==> src/rtl/soc_mul_pkg.sv <==
// soc_mul_pkg: shared widths, per-core FSM states and the multiply tag type
package soc_mul_pkg;
  localparam int DATA_W = 32;
  localparam int ID_W = 3;
  typedef enum logic [1:0] {IDLE, BUSY, DONE} state_t;
  typedef struct packed {
    logic valid;
    logic [ID_W-1:0] id;
  } tag_t;
endpackage

==> src/rtl/soc_mul_arbiter_if.sv <==
// soc_mul_arbiter_if: per-core request/response lanes plus the shared multiply-cell port
interface soc_mul_arbiter_if #(parameter int NUM_REQ = 4);
  import soc_mul_pkg::*;
  logic [NUM_REQ-1:0] req_valid;
  logic [NUM_REQ-1:0] req_ready;
  logic [NUM_REQ-1:0] resp_valid;
  logic [NUM_REQ-1:0] resp_ready;
  logic [NUM_REQ*DATA_W-1:0] req_src1;
  logic [NUM_REQ*DATA_W-1:0] req_src2;
  logic [NUM_REQ*DATA_W-1:0] resp_data;
  logic [DATA_W-1:0] mul_src1;
  logic [DATA_W-1:0] mul_src2;
  logic [DATA_W-1:0] mul_result;
  modport master (
    output req_valid, req_src1, req_src2, resp_ready, mul_result,
    input  req_ready, resp_valid, resp_data, mul_src1, mul_src2
  );
  modport slave (
    input  req_valid, req_src1, req_src2, resp_ready, mul_result,
    output req_ready, resp_valid, resp_data, mul_src1, mul_src2
  );
endinterface

==> src/rtl/soc_rr_arbiter.sv <==
// soc_rr_arbiter: combinational round-robin pick starting just after last_grant
module soc_rr_arbiter #(
  parameter int N = 4,
  parameter int IW = $clog2(N)
) (
  input  logic [N-1:0]  req,
  input  logic [IW-1:0] last_grant,
  output logic [N-1:0]  gnt,
  output logic [IW-1:0] gnt_idx,
  output logic          gnt_any
);
  // Scan from farthest to nearest so the nearest requester after last_grant wins
  always_comb begin
    gnt_idx = '0;
    for (int k = N; k >= 1; k--)
      if (req[(int'(last_grant) + k) % N]) gnt_idx = IW'((int'(last_grant) + k) % N);
    gnt_any = |req;
    gnt = gnt_any ? N'(1) << gnt_idx : '0;
  end
endmodule

==> src/rtl/soc_mul_arbiter.sv <==
// soc_mul_arbiter: shares one pipelined multiply cell among NUM_REQ cores,
// round-robin issue, per-core result hold until consumed.
module soc_mul_arbiter
  import soc_mul_pkg::*;
#(
  parameter int NUM_REQ = 4,
  parameter int MUL_LATENCY = 1
) (
  input logic clk,
  input logic reset_n,
  soc_mul_arbiter_if.slave bus
);
  localparam int IW = $clog2(NUM_REQ);
  state_t state [NUM_REQ];
  state_t state_nxt [NUM_REQ];
  logic [DATA_W-1:0] hold [NUM_REQ];
  tag_t tag_pipe [MUL_LATENCY];
  tag_t tag_out;
  logic [IW-1:0] last_grant;
  logic [IW-1:0] gnt_idx;
  logic [NUM_REQ-1:0] idle;
  logic [NUM_REQ-1:0] cap;
  logic [NUM_REQ-1:0] gnt;
  logic gnt_any;
  logic accept;
  assign tag_out = tag_pipe[MUL_LATENCY-1];
  for (genvar g = 0; g < NUM_REQ; g++) begin : g_core
    assign idle[g] = state[g] == IDLE;
    assign cap[g] = tag_out.valid && tag_out.id == ID_W'(g);
  end
  soc_rr_arbiter #(.N(NUM_REQ)) u_arb (
    .req(bus.req_valid & idle),
    .last_grant(last_grant),
    .gnt(gnt),
    .gnt_idx(gnt_idx),
    .gnt_any(gnt_any)
  );
  // Gate with reset_n so nothing is granted while reset is held
  assign accept = gnt_any & reset_n;
  always_ff @(posedge clk or negedge reset_n)
    if (!reset_n) for (int i = 0; i < NUM_REQ; i++) state[i] <= IDLE;
    else state <= state_nxt;
  always_comb begin
    state_nxt = state;
    for (int i = 0; i < NUM_REQ; i++)
      state_nxt[i] = state[i] == IDLE ? (gnt[i] ? BUSY : IDLE) :
                     state[i] == BUSY ? (cap[i] ? DONE : BUSY) :
                     (bus.resp_ready[i] ? IDLE : DONE);
  end
  always_comb begin
    bus.resp_valid = '0;
    bus.resp_data = '0;
    for (int i = 0; i < NUM_REQ; i++) begin
      bus.resp_valid[i] = state[i] == DONE;
      bus.resp_data[i*DATA_W +: DATA_W] = hold[i];
    end
    bus.req_ready = accept ? gnt : '0;
    bus.mul_src1 = accept ? bus.req_src1[gnt_idx*DATA_W +: DATA_W] : '0;
    bus.mul_src2 = accept ? bus.req_src2[gnt_idx*DATA_W +: DATA_W] : '0;
  end
  // Tag pipeline tracks which core owns the product leaving the cell
  always_ff @(posedge clk or negedge reset_n)
    if (!reset_n) begin
      last_grant <= IW'(NUM_REQ - 1);
      for (int k = 0; k < MUL_LATENCY; k++) tag_pipe[k] <= '0;
      for (int i = 0; i < NUM_REQ; i++) hold[i] <= '0;
    end else begin
      if (accept) last_grant <= gnt_idx;
      tag_pipe[0] <= {accept, ID_W'(gnt_idx)};
      for (int k = 1; k < MUL_LATENCY; k++) tag_pipe[k] <= tag_pipe[k-1];
      for (int i = 0; i < NUM_REQ; i++) if (cap[i]) hold[i] <= bus.mul_result;
    end
endmodule

==> src/flat_wrapper.sv <==
// flat-port wrapper written by rule: the top's interface ports become plain ports
module soc_mul_arbiter_flat import soc_mul_pkg::*;
#(
  parameter int NUM_REQ = 4,
  parameter int MUL_LATENCY = 1
)
  (clk, reset_n, bus_req_valid, bus_req_src1, bus_req_src2, bus_resp_ready, bus_mul_result, bus_req_ready, bus_resp_valid, bus_resp_data, bus_mul_src1, bus_mul_src2);
  soc_mul_arbiter_if #(.NUM_REQ(NUM_REQ)) bus_i ();
  input logic clk;
  input logic reset_n;
  input wire logic [$bits(bus_i.req_valid)-1:0] bus_req_valid;
  input wire logic [$bits(bus_i.req_src1)-1:0] bus_req_src1;
  input wire logic [$bits(bus_i.req_src2)-1:0] bus_req_src2;
  input wire logic [$bits(bus_i.resp_ready)-1:0] bus_resp_ready;
  input wire logic [$bits(bus_i.mul_result)-1:0] bus_mul_result;
  output wire logic [$bits(bus_i.req_ready)-1:0] bus_req_ready;
  output wire logic [$bits(bus_i.resp_valid)-1:0] bus_resp_valid;
  output wire logic [$bits(bus_i.resp_data)-1:0] bus_resp_data;
  output wire logic [$bits(bus_i.mul_src1)-1:0] bus_mul_src1;
  output wire logic [$bits(bus_i.mul_src2)-1:0] bus_mul_src2;
  assign bus_i.req_valid = bus_req_valid;
  assign bus_i.req_src1 = bus_req_src1;
  assign bus_i.req_src2 = bus_req_src2;
  assign bus_i.resp_ready = bus_resp_ready;
  assign bus_i.mul_result = bus_mul_result;
  assign bus_req_ready = bus_i.req_ready;
  assign bus_resp_valid = bus_i.resp_valid;
  assign bus_resp_data = bus_i.resp_data;
  assign bus_mul_src1 = bus_i.mul_src1;
  assign bus_mul_src2 = bus_i.mul_src2;
  soc_mul_arbiter #(.NUM_REQ(NUM_REQ), .MUL_LATENCY(MUL_LATENCY)) u_core (.clk(clk), .reset_n(reset_n), .bus(bus_i));
endmodule
==> config.mk <==
export PLATFORM = sky130hd
export DESIGN_NAME = soc_mul_arbiter_flat
export DESIGN_NICKNAME = d
export VERILOG_FILES = /design/src/rtl/soc_mul_pkg.sv /design/src/rtl/soc_mul_arbiter_if.sv /design/src/rtl/soc_rr_arbiter.sv /design/src/rtl/soc_mul_arbiter.sv /design/src/flat_wrapper.sv
export SDC_FILE = /design/constraint.sdc
export NUM_CORES = 1
export LEC_CHECK = 0
export ABC_AREA = 1
export BUFFER_PORTS_ARGS = -buffer_cell sky130_fd_sc_hd__buf_2
export CELL_PAD_IN_SITES_DETAIL_PLACEMENT = 2
export CELL_PAD_IN_SITES_GLOBAL_PLACEMENT = 2
export CORE_MARGIN = 2
export CORE_UTILIZATION = 19
export CTS_CLUSTER_DIAMETER = 40
export CTS_CLUSTER_SIZE = 10
export DETAILED_ROUTE_END_ITERATION = 8
export HOLD_SLACK_MARGIN = 0.08
export PLACE_DENSITY = 0.83
export SKIP_CTS_REPAIR_TIMING = 1
export SLEW_MARGIN = 25
export SYNTH_ARGS = -nofsm -noshare
export SYNTH_HDL_FRONTEND = slang
export SYNTH_HIERARCHICAL = 1
export SYNTH_SLANG_ARGS = --single-unit
==> constraint.sdc <==
create_clock -name clk -period 2.45 [get_ports clk]
set_clock_uncertainty 0.2 [all_clocks]
set_input_delay 0.3675 -clock clk [delete_from_list [all_inputs] [get_ports clk]]
set_output_delay 0.3675 -clock clk [all_outputs]
set_load 0.005 [all_outputs]
==> reports/qor.yml <==
status: "finished with violations"
violations: "negative setup slack"
postLayoutCoreUtil_pct: 31.4
fin_ws_ns: -0.860
ant_nets: 0
critical_path_peak_fanout: 8
cts_buffers: 17
p_total_mw: 22.3
fin_crit_sh_pct: 135
start_kind: "register"
clockPowerShare_pct: 11.0
antenna_found_initial: 12
cts.clk_slew.worst_paths_ns: 0.06
max_slew_margin_pct: 44.5
rsz0062_at_grt: "yes"
power.leakage_nw: 7.60
cp.required_ns: 1.88
internal_power_mw: 11.7
hp-class: "input pin to register"
numClockSinks: 141
finalMaxSlewViolations: 0
crit_family: "simple AND/OR/NAND/NOR gates"
cp.arrival_ns: 2.74
gp_congestion: 0.842
drv_cap: 0
pwr-share-comb_pct: 70.2
final_common_cell: "buf_2"
syn_nets: 1523
final_cell_mix: "491 x buf_2, 425 x nand2_1, 199 x inv_1"
cp_slowest_cell: "dfrtp_1"
path_cells: "or2_4 > nor2_4 > inv_2 > nand2_2 > nand2_1 > o21ai_2 > nand3_1 > nand2_2 > nand2_4 > nand2_8 > nor2_4 > buf_8 > clkbuf_16 > nand2_1 > o21ai_1 > buf_2"
cts_max_level: 4
numPortBuffers: 497
fmaxAchievable_mhz: 302
tightestPinTransition_ns: 0.832
grt_pass1_wl_mm: 61.4
die_y_um: 211
swShare_pct: 47.6
irDropWorstVdd_uv: 1070
grt_max_degree: 142
synth_edf_count: 0
gr-total-overflow: 0
pwr-share-seq_pct: 18.8
pre_cts_ws_ns: -0.835
setup_viol: 68
vias: 10200
dieWidth_um: 211
synth_area_per_cell_um2: 6.66
async_flop_share_pct: 100
yosysWarnings: 6
num_rows: 75
root_buffer: "clkbuf_16"
fillCellCount: 5024
hold_violations: 0
cts_tree: "done"
fin_nets: 2064
crit_type: "register to output pin"
clk-insertion-delay-late_ns: 0.43
grt_pass1_vias: 11400
viasPerCell: 4.39
synthesis.area_mm2: 0.00816
area_delta_synth_final_pct: 62.3
cp-end-kind: "output pin"
seq_area_frac_synth_pct: 43.3
min_period_ns: 3.31
routed_wirelength_mm: 44.4
synth_cell_types: 20
p_sw_mw: 10.6
cp_slowest_stage_delay_ns: 0.38
hold_slack_ns: 0.0667
layout-drive-gt1-share_pct: 41.4
critical_path_buf_inv_count: 4
fin_tns_setup_ns: -53.69
firstDrtPassIters: 7
initial_core_util_pct: 19.4
fp.coreArea_mm2: 0.0421
p_per_area_mw_per_mm2: 1680
clockBufferDepth: 2
first_iter_violations: 309
yosys_register_bits: 141
drc: 0
multi_input_area_mm2: 0.00391
grt_usage_pct: 17.8
design.die.area_mm2: 0.0446
pin_count: 498
wl_per_cell_um: 19.0
synthCells: 1225
register_area_mm2: 0.00353
hpwl_mm: 31.9
yosys_most_used_dff: "dfrtp_1"
==> cell families after synthesis <==
logic type / synth area share [%]
buffers and inverters: 14.6
flip-flops: 43.3
AO/OA/AOI/OAI: 14.5
AND/OR/NAND/NOR: 27.6
==> layer usage <==
layer | vias up | track usage (%) | wire [um]
met5 | - | 0 | 0
met1 | 4950 | 17.8 | 15900
met2 | 366 | 33.8 | 23600
met3 | 74 | 5.49 | 3210
li1 | 4846 | - | -
met4 | 0 | 7.70 | 1630
==> metrics by stage <==
stage	cells	cell area, um^2
CTS	2273	12200
global placement	2241	11700
detailed placement	2241	11700
global route	2330	13200
floorplan	1225	8350
finish	2331	13300
==> worst min-delay path, stage by stage <==
cell	delay, ns
buf_2	0.11
inv_1	0.09
o21ai_0	0.09
==> synthesized netlist by cell type (7+ instances only) <==
cell      count  share of area (%)
o21ai_1       7               0.43
buf_2        37                2.3
buf_6         8                1.1
dfrtp_1     139                 43
o21ai_0     195                 12
inv_1       207                9.5
nand2_1     454                 21
nand3_1      74                4.5
nand2_2       9               0.69
a21oi_1      30                1.8
clkbuf_1     18               0.83
nor2_1       18               0.83
==> flip-flops by register name, summed over array words and instances, names as in the netlist <==
register	cells
u_core/state	8
u_core/tag_out	3
u_core/last_grant	2
u_core/bus.resp_data	128
==> layout make-up <==
class,instances,area share [%]
inverter,211,6.05
clock inverter,11,0.831
clock buffer,21,3.32
multi-input combinational,801,29.5
sequential,141,26.6
antenna,13,0.246
tap,539,5.09
timing repair buffer,594,28.3
==> final timing paths <==
check,start,end,slack (ns),cells past startpoint
max in group asynchronous,reset_n,u_core/bus.resp_data[31]$_DFFE_PN0N_,0.92,3
min in group asynchronous,reset_n,u_core/state[1]$_DFF_PN0_,0.45,3
min reg2reg,u_core/bus.resp_data[67]$_DFFE_PN0N_,u_core/bus.resp_data[67]$_DFFE_PN0N_,0.28,2
min,bus_mul_result[15],u_core/bus.resp_data[15]$_DFFE_PN0N_,0.07,3
max,u_core/state[2]$_DFF_PN0_,bus_mul_src1[17],-0.86,16
max reg2reg,u_core/last_grant[0]$_DFFE_PN1P_,u_core/state[2]$_DFF_PN0_,0,14
==> power groups by stage <==
stage | combinational [mW] | sequential [mW] | clock (mW)
5_1_grt | 17.3 | 4.32 | 2.63
3_3_place_gp | 12.2 | 4.12 | 0
2_1_floorplan | 7.11 | 4.21 | 0
6_report | 15.7 | 4.18 | 2.46
4_1_cts | 12.8 | 4.19 | 2.55
3_5_place_dp | 12.7 | 4.21 | 0
(Power assumes the default switching activity.)
